[config.mk]
export PLATFORM = sky130hd
export DESIGN_NAME = pulse_dac_sink
export DESIGN_NICKNAME = d
export VERILOG_FILES = /design/src/rtl/pulse_stream_pkg.sv /design/src/rtl/sync_fifo.sv /design/src/rtl/pulse_dac_sink.sv
export SDC_FILE = /design/constraint.sdc
export NUM_CORES = 1
export LEC_CHECK = 0
export ABC_AREA = 1
export BUFFER_PORTS_ARGS = -buffer_cell sky130_fd_sc_hd__buf_2
export CORE_MARGIN = 2
export CORE_UTILIZATION = 60
export DETAILED_ROUTE_END_ITERATION = 16
export GPL_TIMING_DRIVEN = 0
export HOLD_SLACK_MARGIN = 0.08
export PLACE_DENSITY = 0.78
export REMOVE_ABC_BUFFERS = 1
export SYNTH_ARGS = -nofsm -noshare
export SYNTH_HDL_FRONTEND = slang
export SYNTH_SLANG_ARGS = --single-unit
[constraint.sdc]
create_clock -name clk -period 6.97 [get_ports clk]
set_clock_uncertainty 0.05 [all_clocks]
set_input_delay 0.3485 -clock clk [delete_from_list [all_inputs] [get_ports clk]]
set_output_delay 0.3485 -clock clk [all_outputs]
set_load 0.005 [all_outputs]
[src/rtl/pulse_stream_pkg.sv]
// Shared types for the pulse engine / DAC sink sample stream.
//   IQ_W         : width of one {Q,I} sample on the stream
//   iq_sample_t  : packed {Q[31:16], I[15:0]}, signed Q1.15
//   sink_state_t : playout FSM states of the DAC sink
package pulse_stream_pkg;

    localparam int unsigned IQ_W = 32;

    typedef struct packed {
        logic signed [15:0] q;
        logic signed [15:0] i;
    } iq_sample_t;

    typedef enum logic [1:0] {
        IDLE   = 2'd0,
        PRIME  = 2'd1,
        STREAM = 2'd2,
        HOLD   = 2'd3
    } sink_state_t;

endpackage

[src/rtl/sync_fifo.sv]
// Synchronous first-word-fall-through FIFO with a registered occupancy count.
//   clk, rst_n : clock, asynchronous active-low reset (clears pointers and level)
//   wr_en      : write request, ignored when full
//   wr_data    : write data
//   rd_en      : read (pop) request, ignored when empty
//   rd_data    : head entry, valid whenever !empty
//   level      : occupancy, 0..2**AW
//   full/empty : decoded from the level register
module sync_fifo #(
    parameter int unsigned WIDTH = 32,
    parameter int unsigned AW    = 5
) (
    input  logic             clk,
    input  logic             rst_n,
    input  logic             wr_en,
    input  logic [WIDTH-1:0] wr_data,
    input  logic             rd_en,
    output logic [WIDTH-1:0] rd_data,
    output logic [AW:0]      level,
    output logic             full,
    output logic             empty
);

    localparam logic [AW:0] DEPTH = {1'b1, {AW{1'b0}}};
    localparam logic [AW:0] ONE   = {{AW{1'b0}}, 1'b1};

    logic [WIDTH-1:0] mem_q [2**AW];
    logic [AW:0]      wr_ptr_q, wr_ptr_d;
    logic [AW:0]      rd_ptr_q, rd_ptr_d;
    logic [AW:0]      level_q, level_d;
    logic             push, pop;

    assign full  = (level_q == DEPTH);
    assign empty = (level_q == '0);
    // A full FIFO refuses the write even when a pop frees a slot this cycle.
    assign push  = wr_en && !full;
    assign pop   = rd_en && !empty;

    always_comb begin
        wr_ptr_d = push ? wr_ptr_q + ONE : wr_ptr_q;
        rd_ptr_d = pop  ? rd_ptr_q + ONE : rd_ptr_q;
        // Extra pointer bit makes the difference the true occupancy, including full.
        level_d  = wr_ptr_d - rd_ptr_d;
    end

    always_ff @(posedge clk or negedge rst_n) begin
        if (!rst_n) begin
            wr_ptr_q <= '0;
            rd_ptr_q <= '0;
            level_q  <= '0;
        end else begin
            wr_ptr_q <= wr_ptr_d;
            rd_ptr_q <= rd_ptr_d;
            level_q  <= level_d;
        end
    end

    always_ff @(posedge clk) begin
        if (push) begin
            mem_q[wr_ptr_q[AW-1:0]] <= wr_data;
        end
    end

    assign rd_data = mem_q[rd_ptr_q[AW-1:0]];
    assign level   = level_q;

endmodule

[src/rtl/pulse_dac_sink.sv]
// AXI-Stream sink that buffers {Q,I} samples and plays them to the DAC at a fixed cadence.
//   clk, rst_n       : clock, asynchronous active-low reset
//   s_axis_*         : 32-bit {Q,I} sample stream, tready from FIFO fullness
//   dac_i/dac_q      : DAC codes, IDLE_CODE when not playing
//   dac_valid        : dac_* carry a real sample this strobe period
//   active           : FSM is in PRIME, STREAM or HOLD
//   fifo_level       : current FIFO occupancy
//   underflow_cnt    : saturating count of mid-pulse starvations
//   underflow_flag   : sticky starvation flag
//   clear_status     : strobe clearing underflow_cnt/flag (wins over a coincident increment)
module pulse_dac_sink
    import pulse_stream_pkg::*;
#(
    parameter int unsigned     FIFO_AW     = 5,
    parameter int unsigned     PRIME_LEVEL = 8,
    parameter int unsigned     RATE_DIV    = 1,
    parameter int unsigned     GAP_CYC     = 16,
    parameter logic [IQ_W-1:0] IDLE_CODE   = 32'h0
) (
    input  logic              clk,
    input  logic              rst_n,
    input  logic [IQ_W-1:0]   s_axis_tdata,
    input  logic              s_axis_tvalid,
    output logic              s_axis_tready,
    output logic [15:0]       dac_i,
    output logic [15:0]       dac_q,
    output logic              dac_valid,
    output logic              active,
    output logic [FIFO_AW:0]  fifo_level,
    output logic [15:0]       underflow_cnt,
    output logic              underflow_flag,
    input  logic              clear_status
);

    localparam int unsigned RCW = (RATE_DIV > 1) ? $clog2(RATE_DIV) : 1;
    localparam int unsigned GCW = $clog2(GAP_CYC + 1);

    localparam logic [RCW-1:0]     RATE_LAST = RCW'(RATE_DIV - 1);
    localparam logic [GCW-1:0]     GAP_LAST  = GCW'(GAP_CYC - 1);
    localparam logic [FIFO_AW+1:0] PRIME_LVL = (FIFO_AW + 2)'(PRIME_LEVEL);

    sink_state_t      state_q, state_d;
    logic [RCW-1:0]   rate_cnt_q, rate_cnt_d;
    logic [GCW-1:0]   gap_q, gap_d;
    iq_sample_t       sample_q, sample_d;
    logic             dac_valid_q, dac_valid_d;
    logic [15:0]      cnt_q, cnt_d;
    logic             flag_q, flag_d;

    logic             push, pop, strobe, underrun;
    logic             fifo_full, fifo_empty;
    logic [IQ_W-1:0]  fifo_rd_data;
    logic [FIFO_AW+1:0] level_after_push;

    sync_fifo #(
        .WIDTH (IQ_W),
        .AW    (FIFO_AW)
    ) u_fifo (
        .clk     (clk),
        .rst_n   (rst_n),
        .wr_en   (push),
        .wr_data (s_axis_tdata),
        .rd_en   (pop),
        .rd_data (fifo_rd_data),
        .level   (fifo_level),
        .full    (fifo_full),
        .empty   (fifo_empty)
    );

    assign s_axis_tready = !fifo_full;
    assign push          = s_axis_tvalid && s_axis_tready;
    assign strobe        = (rate_cnt_q == RATE_LAST);
    assign rate_cnt_d    = strobe ? '0 : rate_cnt_q + RCW'(1);

    // PRIME never pops, so this is the occupancy after the current edge; leaving PRIME on it
    // lets the first strobe in STREAM follow the edge that brings the level to PRIME_LEVEL.
    assign level_after_push = {1'b0, fifo_level} + {{(FIFO_AW + 1){1'b0}}, push};

    always_comb begin
        state_d     = state_q;
        gap_d       = gap_q;
        sample_d    = sample_q;
        dac_valid_d = dac_valid_q;
        pop         = 1'b0;
        underrun    = 1'b0;
        unique case (state_q)
            IDLE: begin
                sample_d    = IDLE_CODE;
                dac_valid_d = 1'b0;
                gap_d       = '0;
                if (push) begin
                    state_d = PRIME;
                end
            end
            PRIME: begin
                sample_d    = IDLE_CODE;
                dac_valid_d = 1'b0;
                if (level_after_push >= PRIME_LVL) begin
                    state_d = STREAM;
                    gap_d   = '0;
                end else if (push) begin
                    gap_d = '0;
                end else if (gap_q == GAP_LAST) begin
                    // Short pulse: source went quiet before reaching the prime level.
                    if (!fifo_empty) begin
                        state_d = STREAM;
                        gap_d   = '0;
                    end
                end else begin
                    gap_d = gap_q + GCW'(1);
                end
            end
            STREAM: begin
                if (strobe) begin
                    if (!fifo_empty) begin
                        pop         = 1'b1;
                        sample_d    = fifo_rd_data;
                        dac_valid_d = 1'b1;
                    end else begin
                        sample_d    = IDLE_CODE;
                        dac_valid_d = 1'b0;
                        state_d     = HOLD;
                        gap_d       = '0;
                    end
                end
            end
            HOLD: begin
                sample_d    = IDLE_CODE;
                dac_valid_d = 1'b0;
                if (push) begin
                    // Data resumed before the end-of-pulse gap: the pulse was starved.
                    underrun = 1'b1;
                    state_d  = PRIME;
                    gap_d    = '0;
                end else if (gap_q == GAP_LAST) begin
                    state_d = IDLE;
                    gap_d   = '0;
                end else begin
                    gap_d = gap_q + GCW'(1);
                end
            end
            default: begin
                state_d = IDLE;
            end
        endcase
    end

    always_comb begin
        cnt_d  = cnt_q;
        flag_d = flag_q;
        if (clear_status) begin
            cnt_d  = '0;
            flag_d = 1'b0;
        end else if (underrun) begin
            flag_d = 1'b1;
            if (cnt_q != 16'hFFFF) begin
                cnt_d = cnt_q + 16'd1;
            end
        end
    end

    always_ff @(posedge clk or negedge rst_n) begin
        if (!rst_n) begin
            state_q     <= IDLE;
            rate_cnt_q  <= '0;
            gap_q       <= '0;
            sample_q    <= IDLE_CODE;
            dac_valid_q <= 1'b0;
            cnt_q       <= '0;
            flag_q      <= 1'b0;
        end else begin
            state_q     <= state_d;
            rate_cnt_q  <= rate_cnt_d;
            gap_q       <= gap_d;
            sample_q    <= sample_d;
            dac_valid_q <= dac_valid_d;
            cnt_q       <= cnt_d;
            flag_q      <= flag_d;
        end
    end

    assign dac_i          = sample_q.i;
    assign dac_q          = sample_q.q;
    assign dac_valid      = dac_valid_q;
    assign active         = (state_q != IDLE);
    assign underflow_cnt  = cnt_q;
    assign underflow_flag = flag_q;

endmodule

Word level (Yosys, flattened, before mapping) --
Memory sizes are Yosys's and may differ from the RTL's. Index checks and enable logic that the tools add are counted. Widths: inputs -> output; s select.
Storage, ports and cells: register bits after elaboration 76, input port bits 36, memories kept 1, logic and storage cells 87, bits in writable memories 1024
Cells by class: eq/ne operators 14, reductions and logical operators 14, mux-type cells 39, $add $sub $neg 7, $lt $le $gt $ge 1
Memories:
- u_fifo.mem_q | words 32, bits a word 32, read ports 1, clocked after Yosys merged registers in 0, wr ports 1, RTL line sync_fifo.sv:27 | logic [WIDTH-1:0] mem_q [2**AW];
Operators with widths (count):
- $mux 32 | 2
- $pmux 32 s2 | 1
- $mux 16 | 3
- $mux 5 | 8
- $pmux 5 s4 | 1
- $mux 2 | 9
- $add 16x1->16 const B | 1
- $ne 16x16->1 const B | 1
- $add 6x1->6 const B | 2
- $mux 6 | 2
- $ne 3x3->1 const B | 4
- $mux 1 | 11
- $pmux 2 s4 | 1
- $add 6x1->7 | 1
- $ge 7x4->1 const B | 1
- $reduce_and 7->1 | 1
- $eq 6x6->1 const B | 1
- $logic_not 6->1 | 1
- $ne 2x2->1 const B | 3
- $reduce_bool 2->1 | 3
- $sub 6x6->6 | 1
- $add 5x1->5 const B | 1
- $eq 5x4->1 const B | 1
- $ne 5x5->1 const B | 1
- 10 further kinds | 14

Longest topological paths before layout --
depth in word-level cells 7, mapped depth 18, gate-level depth less buffers 17

Modules after synthesis --
From an unflattened synthesis, not the netlist that was laid out.
Unflattened totals: cells, all modules 3742, area total of the unflattened synthesis 44657.8 sq um
Modules (own cells, without submodules):
- sync_fifo | area each 41883.9 sq um, cells an instance 3403, sequential area each 31199.9 sq um, times used 1
- pulse_dac_sink | area each 2773.9 sq um, cells an instance 339, sequential area each 1426.4 sq um, times used 1

Worst setup path before layout --
Ideal clock, no wire load.
path type reg-to-reg, from reg u_fifo.level_q[5] (netlist: u_fifo.level[5]), to mem u_fifo.mem_q[27][0], enable pin, cell stages (with the launch flop) 7, path slack 3.458 ns, data required time 6.459 ns, path buffers 1, arrival 3.001 ns, cells stage by stage dfrtp_1 > inv_1 > nor2_1 > nand3_2 > nand2_2 > buf_4 > nor3_1
On the way: word-level cells in the longest chain between the ends 6
Ends and longest elaborated chain:
- start: declaration | RTL line sync_fifo.sv:30 | logic [AW:0] level_q, level_d;
- start signal: assignment | RTL line sync_fifo.sv:54 | level_q <= level_d;
- $eq 6x6->1 (*) | RTL line sync_fifo.sv:33 | assign full = (level_q == DEPTH);
- $logic_not 1->1 (*) | RTL line pulse_dac_sink.sv:70 | assign s_axis_tready = !fifo_full;
- named net s_axis_tready | RTL line pulse_dac_sink.sv:24 | output logic s_axis_tready,
- $logic_and 1x1->1 | RTL line pulse_dac_sink.sv:71 | assign push = s_axis_tvalid && s_axis_tready;
- $logic_and 1x1->1 (*) | RTL line sync_fifo.sv:36 | assign push = wr_en && !full;
- $mux 1 (*) | RTL line sync_fifo.sv:59 | if (push) begin
- $mux 1 (not written as such) (*) | RTL line sync_fifo.sv:60 | mem_q[wr_ptr_q[AW-1:0]] <= wr_data;
- end: declaration | RTL line sync_fifo.sv:27
Mark *: on every way through the listed nets, which the timed path passes. The rest lies on a longest branch.

==> flow_metrics.py <==
metrics = {
    "sta": {
        "fmax_ghz": 0.271,
        "period_share_pct": 52.9,
        "hold_viol": 0,
        "setup-violations-final": 0,
        "slew_headroom_pct": 24.0,
        "rsz0062_at_grt": "no",
        "tightest_slew_ps": 1140,
        "drv_slew": 0,
        "min_period_ps": 3690,
        "finalHoldWorstSlack_ps": 116,
    },
    "die": {
        "ios": 94,
        "dieArea_um2": 76900,
        "start_util_pct": 60.4,
        "core_um2": 74200,
        "die_width_um": 277,
        "die_h_um": 277,
        "placementRows": 100,
    },
    "logic_synthesis": {
        "syn_area_um2": 44800,
        "syn_inst": 3818,
        "yosysSeqAreaShare_pct": 72.8,
        "yosys.area.top_type": "edfxtp_1",
        "synth.ff_latch_count": 1099,
        "yosys.cell_types.count": 33,
        "yosys.area.top_type_share_pct": 68.6,
        "synthTopCellsByArea": "edfxtp_1 69%, nand2_1 10%, nand3_1 7.0%",
        "syn_avg_cell_area_um2": 11.7,
        "synth_warnings": 0,
    },
    "cts": {
        "clk_pin_slew_ps": 60,
        "cts_made_buffers": 105,
        "clock_sinks": 1099,
        "post_cts_buffers": 0,
        "cts-resized-gates": 0,
        "clockBufferDepth": 3,
        "cts-htree-levels": 3,
        "cts_tree": "built",
        "clkLatencyLatePin_ps": 670,
        "root_buffer": "clkbuf_16",
    },
    "setup_path": {
        "worst_setup_path_end_kind": "flop",
        "path_max_fanout": 89,
        "cp_data_arrival_time_ps": 4140,
        "reg2reg_slack_ps": 3280,
        "cp-start-kind": "flop",
        "required_ps": 7420,
        "crit_type": "reg -> reg",
    },
    "finish": {
        "area_delta_synth_final_pct": 12.5,
        "layout-drive-gt1-share_pct": 9.31,
        "final_cell_mix": "1193 x nand2_1, 1024 x edfxtp_1, 629 x nand3_1, 245 x nor2_1, 137 x o21ai_0",
        "final_util_pct": 68.0,
        "final_common_cell": "nand2_1",
        "fin_nets": 3920,
    },
    "global_route": {
        "grt_pass1_vias": 29400,
        "grt_usage_pct": 29.4,
        "grt_pass1_wl_um": 171000,
        "antenna_found_initial": 3,
        "grt_max_degree": 215,
        "gr-total-overflow": 0,
    },
    "detailed_routing": {
        "avgViaCountPerCell": 6.15,
        "post_drt_wl_per_cell_um": 23.3,
        "wl_um": 115000,
        "first_pass_iters": 6,
        "via_count": 30200,
        "drc_errors": 0,
        "dr.first_iter.drc_count": 4286,
        "ant_nets": 0,
    },
    "min_path": {
        "hp-class": "in -> reg",
    },
    "power_and_ir_drop": {
        "powerDensity_nw_per_um2": 403,
        "ir_worst_vdd_mv": 0.387,
        "p_leak_nw": 18.5,
    },
    "flow_run": {
        "max-cap-violations": 0,
    },
    "placed_design": {
        "dp_hpwl_um": 61800,
        "gp_congestion": 0.813,
        "io_buffer_count": 93,
    },
    "run_status": {
        "outcome": "finished, final reports clean",
    },
}
[cell usage after synthesis]
cell type  count
xnor2_1        1
buf_6         33
nor4_1         1
clkbuf_2       1
nand3b_1       1
o21ai_1       57
nor2_2         1
nand4_1        8
buf_4         36
nor2_1       274
a21oi_1       48
nand2_1     1193
o22ai_1       29
xor2_1        15
fa_1           1
inv_1         57
nand2_2        2
ha_1          20
inv_6          1
inv_2          2
or2_2          1
o21ai_0      137
clkbuf_1      58
buf_1          8
clkinv_1       2
o21bai_1       1
dfrtp_1       75
nand3_1      629
edfxtp_1    1024
buf_2         93
nor3_1         7
o211ai_1       1
nand3_2        1
[report_power, final]
part | internal, W | switching (W) | leakage, nW | total, W
Combinational | 0.00200 | 0.00462 | 6.62 | 0.00661
Clock | 0.00316 | 0.00238 | 1.64 | 0.00554
Sequential | 0.00776 | 0.000383 | 10.2 | 0.00815
Total | 0.0129 | 0.00738 | 18.5 | 0.0203
[flip-flops by register name, indices dropped and copies added (netlist names)]
| register | cells |
|---|---|
| dac_q | 16 |
| underflow_flag | 1 |
| u_fifo.wr_ptr_q | 6 |
| state_q | 2 |
| underflow_cnt | 16 |
| gap_q | 5 |
| dac_valid | 1 |
| u_fifo.mem_q | 1024 |
| u_fifo.level | 6 |
| dac_i | 16 |
| u_fifo.rd_ptr_q | 6 |
[metal layers]
metal  vias to the layer above  wire length [um]  GRT usage [%]
li1                      13400                 -              -
met3                       437             11300           5.38
met1                     14500             41300           36.9
met2                      1924             56200           49.2
met5                         -                22              0
met4                         4              5820           15.7
[worst max-delay path: stages (launching register included)]
cell and delay (ps):
dfrtp_4 1080, buf_16 390, inv_8 290, buf_16 360, buf_16 320, nand3_1 150
nand3_1 90, nand2_1 90, nand2_1 60, nand2_1 70, o21ai_1 80, nor2_1 400
[final timing paths]
path / startpoint / to / cells past startpoint
max in group asynchronous: rst_n / u_fifo.rd_ptr_q[0] / 3
min reg2reg: gap_q[4] / gap_q[4] / 2
min: s_axis_tdata[28] / u_fifo.mem_q[11][28] / 1
max reg2reg: u_fifo.rd_ptr_q[1] / dac_q[7] / 11
min in group asynchronous: rst_n / underflow_cnt[7] / 2
max: u_fifo.rd_ptr_q[1] / dac_q[7] / 11
[final cells by class]
| class | instances | area [um2] |
|---|---|---|
| flip-flops and latches | 1099 | 32600 |
| fillers | 4741 | 23800 |
| multi-input cells | 2428 | 10800 |
| clock buffers | 131 | 2820 |
| repair buffers | 167 | 2120 |
| well taps | 969 | 1210 |
| clock inverters | 64 | 538 |
| inverters | 62 | 264 |
| diodes | 1 | 2.50 |
[stage by stage]
| stage | total power [W] | cell area, um2 | cells | setup TNS, ps | setup slack [ps] |
|---|---|---|---|---|---|
| 2_1_floorplan | 0.0126 | 43500 | 3589 | -298060 | -7990 |
| 3_3_place_gp | 0.0137 | 45100 | 4651 | -857420 | -21610 |
| 3_5_place_dp | 0.0147 | 47100 | 4723 | 0 | 3340 |
| 4_1_cts | 0.0202 | 50400 | 4920 | 0 | 3340 |
| 5_1_grt | 0.0212 | 50400 | 4921 | 0 | 3180 |
| 6_report | 0.0203 | 50400 | 4921 | 0 | 3280 |
[timing repair]
action                                  in CTS  in global routing
endpoints found under the setup margin       0                  0
hold endpoints to repair                    65                  0
hold buffers                                 2                  0
[kinds of logic (layout without fill, tap and decap cells)]
group | Yosys count | after routing | synth area share, %
AND/OR/NAND/NOR | 2118 | 2118 | 19.6
buffers and inverters | 291 | 424 | 3.56
AO/OA/AOI/OAI | 273 | 273 | 3.14
adder cells (fa/ha/maj) | 21 | 21 | 0.603
flip-flops | 1099 | 1099 | 72.8
other | 0 | 1 | 0
XOR/XNOR | 16 | 16 | 0.313
Power figures use the tool's default switching activity.
